===== config.mk =====
export PLATFORM = sky130hd
export DESIGN_NAME = alu_sequencer
export DESIGN_NICKNAME = d
export VERILOG_FILES = /design/src/rtl/alu_sequencer.sv
export SDC_FILE = /design/constraint.sdc
export NUM_CORES = 1
export LEC_CHECK = 0
export BUFFER_PORTS_ARGS = -buffer_cell sky130_fd_sc_hd__buf_2
export CORE_MARGIN = 5
export CORE_UTILIZATION = 51
export DETAILED_ROUTE_END_ITERATION = 7
export GPL_ROUTABILITY_DRIVEN = 0
export PLACE_DENSITY_LB_ADDON = 0.2
export SYNTH_ARGS = -nofsm -noshare
export SYNTH_HDL_FRONTEND = slang
export SYNTH_SLANG_ARGS = --single-unit

===== constraint.sdc =====
create_clock -name clk -period 4.4 [get_ports clk]
set_input_delay 0.44 -clock clk [delete_from_list [all_inputs] [get_ports clk]]
set_output_delay 0.44 -clock clk [all_outputs]
set_load 0.02 [all_outputs]

===== src/rtl/alu_sequencer.sv =====
// alu_sequencer: multi-cycle fetch/decode/execute controller that issues operations to a registered ALU
module alu_sequencer (
  input  logic        clk,
  input  logic        reset,
  output logic [31:0] imem_addr,
  input  logic [31:0] imem_data,
  output logic [4:0]  rf_raddr1,
  output logic [4:0]  rf_raddr2,
  input  logic [31:0] rf_rdata1,
  input  logic [31:0] rf_rdata2,
  output logic        rf_we,
  output logic [4:0]  rf_waddr,
  output logic [31:0] rf_wdata,
  output logic [2:0]  alu_op,
  output logic [31:0] alu_in1,
  output logic [31:0] alu_in2,
  input  logic [31:0] alu_result,
  input  logic        alu_zero,
  output logic        halted
);
  typedef enum logic [2:0] {FETCH, DECODE, EXEC, WB, CMP, BWB, HALT} state_t;
  state_t state_q, state_d;
  logic [31:0] pc_q, pc_d, ir_q, ir_d, a_q, a_d, b_q, b_d;
  logic z_q, z_d;
  logic [31:0] pc4, sext;
  logic [2:0] r_op;
  logic is_r, is_beq, is_j, is_halt, is_exec;
  assign pc4 = pc_q + 32'd4;
  assign sext = {{16{ir_q[15]}}, ir_q[15:0]};
  assign is_halt = ir_q == 32'hFFFF_FFFF;
  assign is_r = ir_q[31:26] == 6'b000000;
  assign is_beq = ir_q[31:26] == 6'b000100;
  assign is_j = ir_q[31:26] == 6'b000010;
  // r_op of 0 marks an unsupported funct, which is treated as a NOP
  assign r_op = ir_q[5:0] == 6'h20 ? 3'd1 :
                ir_q[5:0] == 6'h22 ? 3'd2 :
                ir_q[5:0] == 6'h24 ? 3'd3 :
                ir_q[5:0] == 6'h25 ? 3'd4 :
                ir_q[5:0] == 6'h26 ? 3'd5 :
                ir_q[5:0] == 6'h2a ? 3'd6 : 3'd0;
  assign is_exec = (is_r && r_op != 3'd0) || is_beq || is_j;
  assign imem_addr = pc_q;
  assign rf_raddr1 = ir_q[25:21];
  assign rf_raddr2 = ir_q[20:16];
  assign halted = state_q == HALT;
  always_comb begin
    state_d = state_q;
    pc_d = pc_q;
    ir_d = ir_q;
    a_d = a_q;
    b_d = b_q;
    z_d = z_q;
    alu_op = 3'd1;
    alu_in1 = '0;
    alu_in2 = '0;
    rf_we = 1'b0;
    rf_waddr = '0;
    rf_wdata = '0;
    case (state_q)
      FETCH: begin
        ir_d = imem_data;
        state_d = DECODE;
      end
      DECODE: begin
        a_d = rf_rdata1;
        b_d = rf_rdata2;
        state_d = is_halt ? HALT : is_exec ? EXEC : FETCH;
        pc_d = (is_halt || is_exec) ? pc_q : pc4;
      end
      EXEC: begin
        alu_op = is_j ? 3'd7 : is_beq ? 3'd2 : r_op;
        alu_in1 = is_j ? {6'b0, ir_q[25:0]} : a_q;
        alu_in2 = is_j ? pc4 : b_q;
        state_d = is_beq ? CMP : WB;
      end
      WB: begin
        rf_we = is_r && ir_q[15:11] != 5'd0;
        rf_waddr = is_r ? ir_q[15:11] : 5'd0;
        rf_wdata = is_r ? alu_result : 32'd0;
        pc_d = is_j ? alu_result : pc4;
        state_d = FETCH;
      end
      // ALU op 000 folds the +4 and <<2 of the branch target into in2 = PC+5
      CMP: begin
        z_d = alu_zero;
        alu_op = 3'd0;
        alu_in1 = sext;
        alu_in2 = pc_q + 32'd5;
        state_d = BWB;
      end
      BWB: begin
        pc_d = z_q ? alu_result : pc4;
        state_d = FETCH;
      end
      HALT: state_d = HALT;
      default: state_d = FETCH;
    endcase
  end
  always_ff @(posedge clk or posedge reset) begin
    if (reset) begin
      state_q <= FETCH;
      pc_q <= '0;
      ir_q <= '0;
      a_q <= '0;
      b_q <= '0;
      z_q <= 1'b0;
    end else begin
      state_q <= state_d;
      pc_q <= pc_d;
      ir_q <= ir_d;
      a_q <= a_d;
      b_q <= b_d;
      z_q <= z_d;
    end
  end
endmodule


-- Yosys cells after proc, flatten, opt, wreduce, memory -nomap -nowiden
Cells that the tools add are included.
- flip-flop bits (word level): 132
- word-level logic and storage cells: 61
- reduce and logical (&&, ||, !) cells: 11
- mux-type cells: 26
- add/subtract/negate cells: 2
- eq/ne operators: 16
- operators with widths (kind ; number):
    $mux 32 ; 7
    $pmux 32 s2 ; 2
    $pmux 32 s3 ; 1
    $add 32x3->32 const B ; 2
    $eq 6x6->1 const B ; 6
    $eq 32x32->1 const B ; 1
    $mux 3 ; 10
    $pmux 3 s5 ; 1
    $mux 5 ; 2
    $eq 3x3->1 const B ; 3
    $eq 3x2->1 const B ; 2
    $eq 6x2->1 const B ; 1
    $eq 6x3->1 const B ; 1
    $logic_not 6->1 ; 1
    $pmux 3 s2 ; 1
    $reduce_bool 3->1 ; 2
    $reduce_bool 5->1 ; 1
    $eq 3x1->1 const B ; 1
    $logic_not 3->1 ; 1
    $logic_or 1x1->1 ; 3
    $logic_and 1x1->1 ; 2
    $mux 2 ; 1
    $ne 2x2->1 const B ; 1
    $reduce_and 2->1 ; 1
    $mux 1 ; 1

-- Depth between registers and ports, before layout
- depth in word-level cells: 14
- depth in mapped cells: 9
- mapped depth without buffers: 8

-- Least setup slack after synthesis
OpenSTA, ideal clock, no wires.
- kind: reg2out
- from: reg pc_q[2], in the netlist imem_addr[2]
- to: out alu_in2[18]
- required time: 3.960 ns
- path buffers: 2
- setup slack: 1.563 ns
- stages on the path, launching flop included: 10
- arrival: 2.397 ns
- cells stage by stage: dfrtp_1 ha_1 clkbuf_1 nand2_1 or3_1 buf_2 nor3_4 xor2_1 nor2_1 o22ai_1
- word-level cells in the longest chain between the ends: 3
- elaborated cells on any way between the ends: 4
- those cells by class: 2 x add/sub; 2 x mux
- RTL lines (item ; line ; text):
    from (decl) ; 23 ; logic [31:0] pc_q, pc_d, ir_q, ir_d, a_q, a_d, b_q, b_d;
    from (signal assigned) ; 109 ; pc_q <= pc_d;
    $add 32x3->32 ; 28 ; assign pc4 = pc_q + 32'd4;
    $mux 32 ; 73 ; alu_in2 = is_j ? pc4 : b_q;
    $pmux 32 s2 * ; 59 ; case (state_q)
    to (decl) ; 16 ; output logic [31:0] alu_in2,
Every way passes the cells marked *; elsewhere a longest branch is shown, timed or not.

-- Final worst setup path
- from: reg ir_q[26]
- to: out alu_in1[10]
- word-level cells in the longest chain between the ends: 3
- RTL lines (item ; line ; text):
    from (decl) ; 23 ;
    from (signal assigned) ; 110 ; ir_q <= ir_d;
    $eq 6x2->1 ; 33 ; assign is_j = ir_q[31:26] == 6'b000010;
    $mux 32 ; 72 ; alu_in1 = is_j ? {6'b0, ir_q[25:0]} : a_q;
    $pmux 32 s2 ; 59 ;
    to (decl) ; 15 ; output logic [31:0] alu_in1,
No other way between the ends.

==> results.json <==
{
  "status": "finished clean",
  "die_y_um": 137.2,
  "r2r-start": "state_q[0]",
  "io_buffer_count": 278,
  "leakage_uw": 0.004899,
  "dr_wl_met2_um": 12380,
  "yosys_warnings": 0,
  "drt-total-wl_um": 25480,
  "finalSetupViolCount": 0,
  "fmax_ghz": 0.2805,
  "cts_made_buffers": 17,
  "rsz0062_at_grt": "no",
  "routedWlPerCell_um": 19.10,
  "peakVddDrop_v": 0.0004135,
  "fp.dieW_um": 137.2,
  "hpwl_um": 18070,
  "synth-seq-cells": 132,
  "grt_pass1_vias": 7329,
  "fillCellCount": 1360,
  "setup-tns-final_ns": 0,
  "final_max_slew_viol_count": 0,
  "setup.worst_path.start_class": "register",
  "core_region_area_um2": 15890,
  "slew_headroom": 0.1701,
  "num_rows": 46,
  "final_cell_mix": "278 x buf_2, 132 x dfrtp_1, 96 x mux2_2, 76 x o21ai_0, 75 x nand2_1",
  "syn_area_um2": 8250,
  "fin_util": 0.6437,
  "synth-main-ff-cell": "dfrtp_1",
  "postCtsSetupBuffers": 0,
  "grt_max_degree": 103,
  "cp_max_fo": 34,
  "cts_buffer_depth": 2,
  "grtUsageTotal": 0.2696,
  "postSynthAreaPerCell_um2": 9.323,
  "critPathLaunch": "ir_q[26]",
  "drt-initial-drc-count": 581,
  "async_flop_share": 1.000,
  "syn_nets": 1019,
  "slowest_delay_ns": 0.55,
  "period_minus_slack_ns": 3.565,
  "finalHoldViolations": 0,
  "worst_pin_slew_ns": 1.245,
  "grt_overflow": 0,
  "fin_crit_sh": 0.8101,
  "post_synth_num_cell_types": 59,
  "antenna_found_initial": 2,
  "firstDrtPassIters": 5,
  "wl_met3_um": 2281,
  "drt-met1-wl_um": 10420,
  "cts_root_buffer": "clkbuf_16",
  "dieArea_um2": 18820,
  "initial_utilization": 0.5194,
  "yosys.area.top_type_share": 0.4004,
  "critPathCaptureType": "output port",
  "cts_resized": 0,
  "finalNetCount": 1238,
  "grt_pass1_wl_um": 39420,
  "synth_area_leaders": "dfrtp_1 40%, mux2_2 13%, o21ai_0 4.7%, nand2_1 3.5%, a21oi_1 3.4%",
  "area_delta_synth_final_pct": 23.93,
  "crit_type": "register to output port",
  "pin_count": 279,
  "finalClockSkew_ns": 0.01005,
  "crit_chain": "nor4_4 > and2_1 > buf_4 > nand2_1 > nand2_1 > a22o_1 > buf_2",
  "hp-class": "input pin to asynchronous set/reset pin",
  "cts_tree": "built",
  "ant_nets": 0,
  "via_count": 7616,
  "drive_gt1_frac": 0.3957,
  "seq_area_frac_synth": 0.4004,
  "layout_commonest_cell": "buf_2",
  "synthCells": 885,
  "cap_violations": 0,
  "clk_latency_ns": 0.42,
  "required_ns": 3.96,
  "synth_edf_count": 0,
  "crit_top_cell": "nand2_1",
  "cts.sinks": 132,
  "synth_top_cell_by_area": "dfrtp_1",
  "drt-vias-per-instance": 5.709,
  "highest_layer": "met5",
  "power_density_nw_per_um2": 566.1,
  "drc": 0,
  "crit_slowest_cell": "nand2_1",
  "htree_levels": 4,
  "clk_pin_slew_worst_paths_ns": 0.07,
  "hold_buffers": 0,
  "critPathArrivalTime_ns": 3.12
}
[layout make-up]
type                    instances  area [um^2]  area share
diodes                          1        2.502   0.0002447
well taps                     216        270.3     0.02643
clock inverters                14        186.4     0.01823
flip-flops and latches        132         3303      0.3231
repair buffers                290         1481      0.1449
inverters                       9        38.79    0.003793
multi-input cells             654         4513      0.4414
clock buffers                  18        429.2     0.04197
[state kept, by name, summed over array words and instances, names as in the netlist]
| register | count |
|---|---|
| ir_q | 32 |
| b_q | 32 |
| state_q | 3 |
| a_q | 32 |
| imem_addr | 32 |
| z_q | 1 |
[synthesized netlist by cell type, drive strengths merged (20+ instances only)]
cell	count
dfrtp	132
mux2	96
o21ai	78
nand2	77
a21oi	56
nor2	50
buf	47
clkbuf	43
and2	39
o22ai	33
nand3	28
xnor2	27
nand4	21
xor2	20
[critical path: cells and delay by family, from the launching register on]
kind	cells	cell delay, ns
AOI/OAI and AO/OA	1	0.26
buffers and inverters	2	0.52
DFF	1	0.42
and+or+nand+nor	4	1.48
[worst paths after layout]
path	end	slack (ns)	depth (start not counted)
min in group clk	z_q	0.21	3
worst min-delay path	ir_q[19]	0.20	2
worst max-delay path	alu_in1[10]	0.84	7
worst max register to register	imem_addr[29]	1.38	7
worst min register to register	z_q	0.49	2
max in group asynchronous	imem_addr[25]	3.23	3
[metal layers]
layer | vias up | GRT usage
li1 | 3612 | -
met5 | - | 0
met3 | 34 | 0.07524
met2 | 350 | 0.4499
met1 | 3618 | 0.3476
met4 | 2 | 0.06818
[power by group]
part / leakage, uW / internal (uW) / switching [uW]
Clock: 0.000302 / 909 / 597
Combinational: 0.00303 / 894 / 1020
Sequential: 0.00157 / 1730 / 633
[per-stage QoR]
stage / cell area [um^2] / hold slack, ns / worst slack [ns] / std cells / total power [uW]
after floorplan: 8250 / 0.4460 / 0.4340 / 885 / 3756
after global placement: 9607 / 0.4839 / 1.440 / 1301 / 4260
after detailed placement: 9607 / 0.4852 / 1.311 / 1301 / 4299
after CTS: 10220 / 0.2004 / 0.8487 / 1333 / 5815
after global routing: 10220 / 0.2123 / 0.6577 / 1334 / 6137
final: 10220 / 0.1952 / 0.8354 / 1334 / 5789
[cells by family (layout without fill, tap and decap cells)]
| logic type | Yosys count | after routing | synth area share |
|---|---|---|---|
| and+or+nand+nor | 281 | 281 | 0.1882 |
| adders and majority gates | 3 | 3 | 0.004550 |
| AOI/OAI and AO/OA | 215 | 215 | 0.1547 |
| other | 0 | 1 | 0 |
| xor gates and xnor gates | 47 | 47 | 0.04989 |
| buffers and inverters | 99 | 331 | 0.05672 |
| muxes | 108 | 108 | 0.1456 |
| DFF | 132 | 132 | 0.4004 |
Power figures use the tool's default switching activity.
